File: src/rtl/cordic_pkg.sv
// Shared types and constants for the CORDIC output stage.
// Gain compensation is built only when CORDIC_GAIN_COMP_EN is defined.
package cordic_pkg;

  localparam int unsigned WORD_W         = 32;
  localparam int unsigned FRAC_W         = 30;
  localparam logic [WORD_W-1:0] CORDIC_K = 32'h26DD3B6A; // 0.6072529350 in Q2.30
  localparam int unsigned PIPE_DEPTH_DEF = 16;

  typedef logic [WORD_W-1:0] word_t;

  typedef struct packed {
    word_t x;
    word_t y;
    word_t z;
  } result_t;

  // Two's-complement negation that maps the most negative value to the most positive.
  function automatic word_t sat_neg(input word_t v);
    if (v == {1'b1, {(WORD_W-1){1'b0}}}) begin
      return {1'b0, {(WORD_W-1){1'b1}}};
    end
    return ~v + word_t'(1);
  endfunction

endpackage

File: src/rtl/cordic_output_stage_if.sv
// Sample input / buffered result bus of the CORDIC output stage.
interface cordic_output_stage_if;
  import cordic_pkg::*;

  logic  in_valid;
  logic  quad_neg_in;
  word_t x;
  word_t y;
  word_t z;
  logic  out_ready;
  logic  out_valid;
  word_t x_out;
  word_t y_out;
  word_t z_out;
  logic  overflow;

  // The output stage itself.
  modport slave (
    input  in_valid, quad_neg_in, x, y, z, out_ready,
    output out_valid, x_out, y_out, z_out, overflow
  );

  // Upstream pipeline plus downstream consumer.
  modport master (
    output in_valid, quad_neg_in, x, y, z, out_ready,
    input  out_valid, x_out, y_out, z_out, overflow
  );

endinterface

File: src/rtl/cordic_out_fifo.sv
// First-word fall-through result FIFO. DEPTH must be a power of two >= 2.
// Pointers carry one extra wrap bit so full and empty are distinguishable.
module cordic_out_fifo
  import cordic_pkg::*;
#(
  parameter int unsigned DEPTH = 4
) (
  input  logic    clk,
  input  logic    rst_n,
  input  logic    push_i,
  input  result_t wdata_i,
  input  logic    pop_i,
  output result_t rdata_o,
  output logic    full_o,
  output logic    empty_o
);

  localparam int unsigned AW      = $clog2(DEPTH);
  localparam logic [AW:0] PTR_ONE = (AW+1)'(1);

  logic [AW:0] wr_ptr_q, wr_ptr_d;
  logic [AW:0] rd_ptr_q, rd_ptr_d;
  logic        push_ok;
  logic        pop_ok;
  result_t     mem_q [DEPTH];

  assign empty_o = (wr_ptr_q == rd_ptr_q);
  assign full_o  = (wr_ptr_q[AW] != rd_ptr_q[AW]) &&
                   (wr_ptr_q[AW-1:0] == rd_ptr_q[AW-1:0]);
  assign pop_ok  = pop_i & ~empty_o;
  assign push_ok = push_i & (~full_o | pop_ok);
  assign rdata_o = mem_q[rd_ptr_q[AW-1:0]];

  // Advance pointers on accepted push/pop.
  always_comb begin
    wr_ptr_d = wr_ptr_q;
    rd_ptr_d = rd_ptr_q;
    if (push_ok) wr_ptr_d = wr_ptr_q + PTR_ONE;
    if (pop_ok)  rd_ptr_d = rd_ptr_q + PTR_ONE;
  end

  // Pointer registers.
  always_ff @(posedge clk or negedge rst_n) begin
    if (!rst_n) begin
      wr_ptr_q <= '0;
      rd_ptr_q <= '0;
    end else begin
      wr_ptr_q <= wr_ptr_d;
      rd_ptr_q <= rd_ptr_d;
    end
  end

  // Storage; contents are only observable through valid pointers, so no reset.
  always_ff @(posedge clk) begin
    if (push_ok) mem_q[wr_ptr_q[AW-1:0]] <= wdata_i;
  end

endmodule

File: src/rtl/cordic_output_stage.sv
// Final CORDIC stage: re-aligns valid/quadrant tag with a delay line,
// applies gain compensation (only with CORDIC_GAIN_COMP_EN) and quadrant
// negation, then buffers results in a FWFT FIFO with sticky overflow.
module cordic_output_stage
  import cordic_pkg::*;
#(
  parameter int unsigned PIPE_DEPTH = PIPE_DEPTH_DEF,
  parameter int unsigned FIFO_DEPTH = 4
) (
  input logic                  clk,
  input logic                  rst_n,
  cordic_output_stage_if.slave bus
);

  localparam int unsigned PW = 2 * WORD_W;

  logic [PIPE_DEPTH-1:0] dv_q, dv_d;
  logic [PIPE_DEPTH-1:0] dn_q, dn_d;
  logic                  tap_valid;
  logic                  tap_neg;

  logic                  s1_valid_q;
  logic                  s1_neg_q;
  word_t                 s1_z_q;
`ifdef CORDIC_GAIN_COMP_EN
  logic signed [PW-1:0]  s1_x_q, s1_x_d;
  logic signed [PW-1:0]  s1_y_q, s1_y_d;
  logic signed [PW-1:0]  sh_x, sh_y;
  logic                  unused_sh_hi;
`else
  word_t                 s1_x_q, s1_x_d;
  word_t                 s1_y_q, s1_y_d;
`endif

  word_t                 s2_x, s2_y;
  logic                  s2_valid_q;
  result_t               s2_res_q, s2_res_d;

  logic                  fifo_push, fifo_pop, fifo_full, fifo_empty;
  result_t               fifo_head;
  result_t               last_q;
  result_t               out_word;
  logic                  overflow_q, overflow_d;

  // Tag/valid delay line matching the iteration stages.
  always_comb begin
    dv_d    = dv_q;
    dn_d    = dn_q;
    dv_d[0] = bus.in_valid;
    dn_d[0] = bus.quad_neg_in;
    for (int unsigned i = 1; i < PIPE_DEPTH; i++) begin
      dv_d[i] = dv_q[i-1];
      dn_d[i] = dn_q[i-1];
    end
  end

  assign tap_valid = dv_q[PIPE_DEPTH-1];
  assign tap_neg   = dn_q[PIPE_DEPTH-1];

  // Delay-line registers.
  always_ff @(posedge clk or negedge rst_n) begin
    if (!rst_n) begin
      dv_q <= '0;
      dn_q <= '0;
    end else begin
      dv_q <= dv_d;
      dn_q <= dn_d;
    end
  end

  // S1 operands: full-width gain products, or the raw words when compensation is off.
  always_comb begin
    s1_x_d = '0;
    s1_y_d = '0;
`ifdef CORDIC_GAIN_COMP_EN
    s1_x_d = PW'(signed'(bus.x)) * PW'(signed'(CORDIC_K));
    s1_y_d = PW'(signed'(bus.y)) * PW'(signed'(CORDIC_K));
`else
    s1_x_d = bus.x;
    s1_y_d = bus.y;
`endif
  end

  // S1 registers, loaded in the cycle the delayed valid marks.
  always_ff @(posedge clk or negedge rst_n) begin
    if (!rst_n) begin
      s1_valid_q <= 1'b0;
      s1_neg_q   <= 1'b0;
      s1_x_q     <= '0;
      s1_y_q     <= '0;
      s1_z_q     <= '0;
    end else begin
      s1_valid_q <= tap_valid;
      if (tap_valid) begin
        s1_neg_q <= tap_neg;
        s1_x_q   <= s1_x_d;
        s1_y_q   <= s1_y_d;
        s1_z_q   <= bus.z;
      end
    end
  end

  // S2: rescale products back to Q2.30 (floor) and apply quadrant negation.
  always_comb begin
    s2_res_d = '0;
`ifdef CORDIC_GAIN_COMP_EN
    sh_x = s1_x_q >>> FRAC_W;
    sh_y = s1_y_q >>> FRAC_W;
    s2_x = sh_x[WORD_W-1:0];
    s2_y = sh_y[WORD_W-1:0];
`else
    s2_x = s1_x_q;
    s2_y = s1_y_q;
`endif
    s2_res_d.x = s1_neg_q ? sat_neg(s2_x) : s2_x;
    s2_res_d.y = s1_neg_q ? sat_neg(s2_y) : s2_y;
    s2_res_d.z = s1_z_q;
  end

`ifdef CORDIC_GAIN_COMP_EN
  // Upper product bits fall outside the Q2.30 result word by construction.
  assign unused_sh_hi = ^{sh_x[PW-1:WORD_W], sh_y[PW-1:WORD_W]};
`endif

  // S2 registers feeding the FIFO push.
  always_ff @(posedge clk or negedge rst_n) begin
    if (!rst_n) begin
      s2_valid_q <= 1'b0;
      s2_res_q   <= '0;
    end else begin
      s2_valid_q <= s1_valid_q;
      if (s1_valid_q) s2_res_q <= s2_res_d;
    end
  end

  // A full FIFO still accepts a push when the head leaves in the same cycle.
  assign fifo_pop   = ~fifo_empty & bus.out_ready;
  assign fifo_push  = s2_valid_q & (~fifo_full | fifo_pop);
  assign overflow_d = overflow_q | (s2_valid_q & fifo_full & ~fifo_pop);

  cordic_out_fifo #(
    .DEPTH(FIFO_DEPTH)
  ) u_fifo (
    .clk    (clk),
    .rst_n  (rst_n),
    .push_i (fifo_push),
    .wdata_i(s2_res_q),
    .pop_i  (fifo_pop),
    .rdata_o(fifo_head),
    .full_o (fifo_full),
    .empty_o(fifo_empty)
  );

  // Sticky overflow flag and last-popped word held while the FIFO is empty.
  always_ff @(posedge clk or negedge rst_n) begin
    if (!rst_n) begin
      overflow_q <= 1'b0;
      last_q     <= '0;
    end else begin
      overflow_q <= overflow_d;
      if (fifo_pop) last_q <= fifo_head;
    end
  end

  assign out_word      = fifo_empty ? last_q : fifo_head;
  assign bus.out_valid = ~fifo_empty;
  assign bus.x_out     = out_word.x;
  assign bus.y_out     = out_word.y;
  assign bus.z_out     = out_word.z;
  assign bus.overflow  = overflow_q;

endmodule
File: src/flat_wrapper.sv
// flat-port wrapper written by rule: the top's interface ports become plain ports
module cordic_output_stage_flat import cordic_pkg::*;
#(
  parameter int unsigned PIPE_DEPTH = PIPE_DEPTH_DEF,
  parameter int unsigned FIFO_DEPTH = 4
)
  (clk, rst_n, bus_in_valid, bus_quad_neg_in, bus_x, bus_y, bus_z, bus_out_ready, bus_out_valid, bus_x_out, bus_y_out, bus_z_out, bus_overflow);
  cordic_output_stage_if bus_i ();
  input logic clk;
  input logic rst_n;
  input wire logic [$bits(bus_i.in_valid)-1:0] bus_in_valid;
  input wire logic [$bits(bus_i.quad_neg_in)-1:0] bus_quad_neg_in;
  input wire logic [$bits(bus_i.x)-1:0] bus_x;
  input wire logic [$bits(bus_i.y)-1:0] bus_y;
  input wire logic [$bits(bus_i.z)-1:0] bus_z;
  input wire logic [$bits(bus_i.out_ready)-1:0] bus_out_ready;
  output wire logic [$bits(bus_i.out_valid)-1:0] bus_out_valid;
  output wire logic [$bits(bus_i.x_out)-1:0] bus_x_out;
  output wire logic [$bits(bus_i.y_out)-1:0] bus_y_out;
  output wire logic [$bits(bus_i.z_out)-1:0] bus_z_out;
  output wire logic [$bits(bus_i.overflow)-1:0] bus_overflow;
  assign bus_i.in_valid = bus_in_valid;
  assign bus_i.quad_neg_in = bus_quad_neg_in;
  assign bus_i.x = bus_x;
  assign bus_i.y = bus_y;
  assign bus_i.z = bus_z;
  assign bus_i.out_ready = bus_out_ready;
  assign bus_out_valid = bus_i.out_valid;
  assign bus_x_out = bus_i.x_out;
  assign bus_y_out = bus_i.y_out;
  assign bus_z_out = bus_i.z_out;
  assign bus_overflow = bus_i.overflow;
  cordic_output_stage #(.PIPE_DEPTH(PIPE_DEPTH), .FIFO_DEPTH(FIFO_DEPTH)) u_core (.clk(clk), .rst_n(rst_n), .bus(bus_i));
endmodule
File: config.mk
export PLATFORM = sky130hd
export DESIGN_NAME = cordic_output_stage_flat
export DESIGN_NICKNAME = d
export VERILOG_FILES = /design/src/rtl/cordic_pkg.sv /design/src/rtl/cordic_output_stage_if.sv /design/src/rtl/cordic_out_fifo.sv /design/src/rtl/cordic_output_stage.sv /design/src/flat_wrapper.sv
export SDC_FILE = /design/constraint.sdc
export NUM_CORES = 1
export LEC_CHECK = 0
export BUFFER_PORTS_ARGS = -buffer_cell sky130_fd_sc_hd__buf_2
export CAP_MARGIN = 20
export CORE_MARGIN = 2
export CORE_UTILIZATION = 53
export CTS_BUF_LIST = sky130_fd_sc_hd__clkbuf_8
export DETAILED_ROUTE_END_ITERATION = 8
export HOLD_SLACK_MARGIN = 0.02
export PLACE_DENSITY = 0.71
export SLEW_MARGIN = 30
export SYNTH_ARGS = -nofsm -noshare
export SYNTH_HDL_FRONTEND = slang
export SYNTH_SLANG_ARGS = --single-unit
File: constraint.sdc
create_clock -name clk -period 6.9 [get_ports clk]
set_input_delay 1.38 -clock clk [delete_from_list [all_inputs] [get_ports clk]]
set_output_delay 1.38 -clock clk [all_outputs]
set_load 0.02 [all_outputs]
==> impl_summary.txt <==
----------------------------------------------------
[Route]
  Initial detailed-routing violation count ... 871
  Remaining antenna violation count ... 0
  1st-pass router iterations ... 6
  Via density ... 5.707
  Routed via count ... 15106
  Final wirelength ... 58.24 mm
  Residual DRC ... 0
  Average wire per cell in the routed design ... 22.00 um

[Synth]
  Cell area after synthesis ... 28400 um^2
  Synth Area in Simple Gates ... 3.115%
  Synthesized netlist net count ... 1732
  Area fraction in compound gates after synthesis ... 3.194%
  Xor and xnor fraction of the mapped netlist area ... 1.820%
  Adder and majority cell fraction of the synthesized area ... 0.3084%
  Syn_area_per_cell ... 17.49 um^2
  Share of Yosys cell area claimed by the top area cell type ... 40.60%
  Most area-hungry cell type in the Yosys netlist ... edfxtp_1
  Fraction of the yosys area taken by sequential cells ... 69.68%
  Warnings from Yosys ... 0
  Main synth FF type ... edfxtp_1
  Leading post-synthesis cells by instance count ... edfxtp_1, dfrtp_1, mux2_2
  Mux contribution to synthesized area ... 20.28%
  Share of flip-flops with an asynchronous set or reset ... 46.22%
  #FFs+latches synth ... 714
  Dominant combinational cell family by area after synthesis ... multiplexers
  Synthesized instance count ... 1624
  Count of distinct cell types in the synthesized netlist ... 51
  Leading cell types by total area after synthesis ... edfxtp_1, dfrtp_1, mux2_2
  Number of synthesized flops with an enable pin ... 384
  Most common cell in the netlist ... edfxtp_1

[Worst setup path]
  End of the worst register-to-register path ... u_core.last_q[68]
  Slowest CP cell ... dfrtp_4
  Kind of cell with the highest combined delay on the critical path ... flip-flops
  CP Cell Sequence ... xnor2_1 > nand3b_1 > buf_4 > mux2_2 > buf_2
  R2r startpoint ... u_core.u_fifo.rd_ptr_q[1]
  Logic depth of the worst path, buffers included ... 5
  Arr. time, crit path ... 3450 ps
  Critical path data required time ... 5520 ps
  Critical path type ... register to primary output
  Slowest stage delay, CP ... 1060 ps
  Worst setup path startpoint ... u_core.u_fifo.rd_ptr_q[1]
  Reg2reg setup slack ... 3040 ps
  Worst Reg2Reg Path Length in Cells ... 6
  Largest fanout on the critical path ... 61
  Crit start category ... register
  Endpoint type of the worst setup path ... primary output
  Critical path buffer and inverter count ... 2

[Layout]
  Register Area ... 19810 um^2
  Proportion of layout cells with a drive suffix above 1 ... 40.76%
  Filler cell count ... 3893
  Number of nets in the layout ... 1966
  Multi-input gate area ... 8203 um^2
  Finished layout cell area ... 32450 um^2
  Layout-stage area growth over the synthesis result ... 14.25%
  Number of standard cells in the layout, taps in and fillers out ... 2647

[STA]
  Worst-case headroom to the max-slew limit ... 35.28%
  Total negative setup slack ... 0 ps
  Post-route fraction of the period consumed by the critical path ... 70.06%
  Clock skew ... 24.53 ps
  Minimum clock period ... 4834 ps
  Tightest Pin Transition ... 970.9 ps
  Setup violations, final ... 0
  Setup repair after global routing missed its margin ... no
  Slew Limit Fails ... 0
  Highest Clock Rate ... 206.9 MHz
  Final hold violation count ... 0

[Place]
  Quantity of I/O buffers inserted on ports ... 198
  RePlAce Congestion ... 0.7794
  HPWL reported at the end of detailed placement ... 34.23 mm
  Cell area after placement ... 30150 um^2
  Number of cells after detailed placement ... 2430

[Clock network]
  Clk Latency, worst-skew pair ... 700 ps
  CTS H-Tree Depth ... 3
  Clock buffer depth ... 3
  Root Driver ... clkbuf_8
  CTS Hold Bufs ... 0
  Post-cts gate resize count ... 0
  Number of post-CTS setup repair buffers ... 0
  Worst-path clk slew ... 60 ps
  Cts bufs inserted ... 112
  Count of clock tree sinks ... 714
  Clock tree from TritonCTS ... yes

[Global routing]
  Most crowded layer after global routing ... met2
  Largest net degree at the start of global routing ... 134
  Met2 track utilization from global routing ... 34.59%
  Via count of the first global-routing pass ... 15891
  Global route overflow ... 0
  Overall Global Routing Usage ... 21.50%
  Met3 Usage GRT ... 4.315%
  Global routing usage on met1 ... 30.27%
  Initial antenna violation count ... 1
  Global-route wire length before repair ... 91.54 mm

[Floorplanning]
  Starting Density ... 53.83%
  Core Area ... 52760 um^2
  Die H ... 235.5 um
  Die Footprint ... 55450 um^2
  Count of boundary I/O pins ... 199
  Number of cell rows ... 84
  Die X-Extent ... 235.5 um

[Power]
  Static leakage power ... 0.01233 uW
  Power density relative to cell area ... 450.2 nW/um^2
  Total Power Consumption ... 14610 uW
  Max rail drop VDD ... 0.3093 mV

[Hold path]
  Endpoint with the worst hold slack ... u_core.dv_q[6]
  Startpoint of the most critical hold path ... u_core.dv_q[5]
  Type of the tightest min-delay check ... register to register
  Cell depth of the worst min-delay path ... 0

[Flow run]
  Max-capacitance violation count ... 0

[Run status]
  Status ... completed

----------------------------------------------------
==> flip-flops by register name, indices dropped and copies added, names as in the netlist, 16 cells and up <==
| signal | cells |
|---|---|
| u_core.u_fifo.mem_q | 384 |
| u_core.s2_res_q | 96 |
| u_core.dv_q | 16 |
| u_core.last_q | 96 |
| u_core.dn_q | 16 |
| u_core.s1_y_q | 32 |
| u_core.s1_x_q | 32 |
| u_core.s1_z_q | 32 |
==> layer usage <==
metal | share of wire, % | routed length, um | vias up
met3 | 4.6 | 2689 | 86
met5 | 0 | 0 | -
li1 | - | - | 6736
met4 | 1.9 | 1093 | 0
met1 | 45 | 26420 | 7911
met2 | 48 | 28030 | 373
==> worst max-delay path by stage <==
| stage | slack (ps) | end |
|---|---|---|
| floorplan | 430 | u_core.u_fifo.mem_q[3][0] |
| global placement | 2690 | bus_x_out[29] |
| detailed placement | 2750 | bus_x_out[19] |
| CTS | 1970 | bus_x_out[19] |
| global route | 1830 | bus_x_out[19] |
| finish | 2070 | bus_x_out[19] |
==> metrics by stage <==
| step | worst slack, ps | hold slack (ps) | util [%] |
|---|---|---|---|
| 2_1_floorplan | 433.8 | 331.2 | - |
| 3_3_place_gp | 2694 | 332.7 | 57.08 |
| 3_5_place_dp | 2750 | 334.7 | 57.14 |
| 4_1_cts | 1974 | 329.0 | 61.39 |
| 5_1_grt | 1825 | 329.1 | 61.50 |
| 6_report | 2066 | 341.0 | 61.50 |
==> cells by family after synthesis <==
group,after synthesis
flops,714
xor+xnor,59
compound gates,140
fa+ha+maj,7
simple gates,175
buf+inv,113
mux,416
==> report_power, final <==
part / switching (uW) / internal (uW) / total (uW)
logic: 2680 / 2270 / 4950
registers: 573 / 5650 / 6220
clock network: 1580 / 1860 / 3440
total: 4830 / 9780 / 14600
==> cell usage in the layout, fill, tap and decap left out, drive strengths merged, types with 39 or more instances in the layout <==
cell and instances:
buf 216, inv 69, dfrtp 330, nor2 70, mux4 96, mux2 314, a21oi 39, edfxtp 384
clkbuf 137, xor2 45
==> final cells by class <==
class | count | share of cell area (%)
multi-input combinational | 797 | 25.28
tap | 688 | 2.653
inverter | 17 | 0.1967
clock inverter | 77 | 1.103
clock buffer | 137 | 5.811
antenna | 1 | 0.007712
sequential | 714 | 61.04
timing repair buffer | 216 | 3.906
No activity file was read; power rests on OpenSTA's default activity.
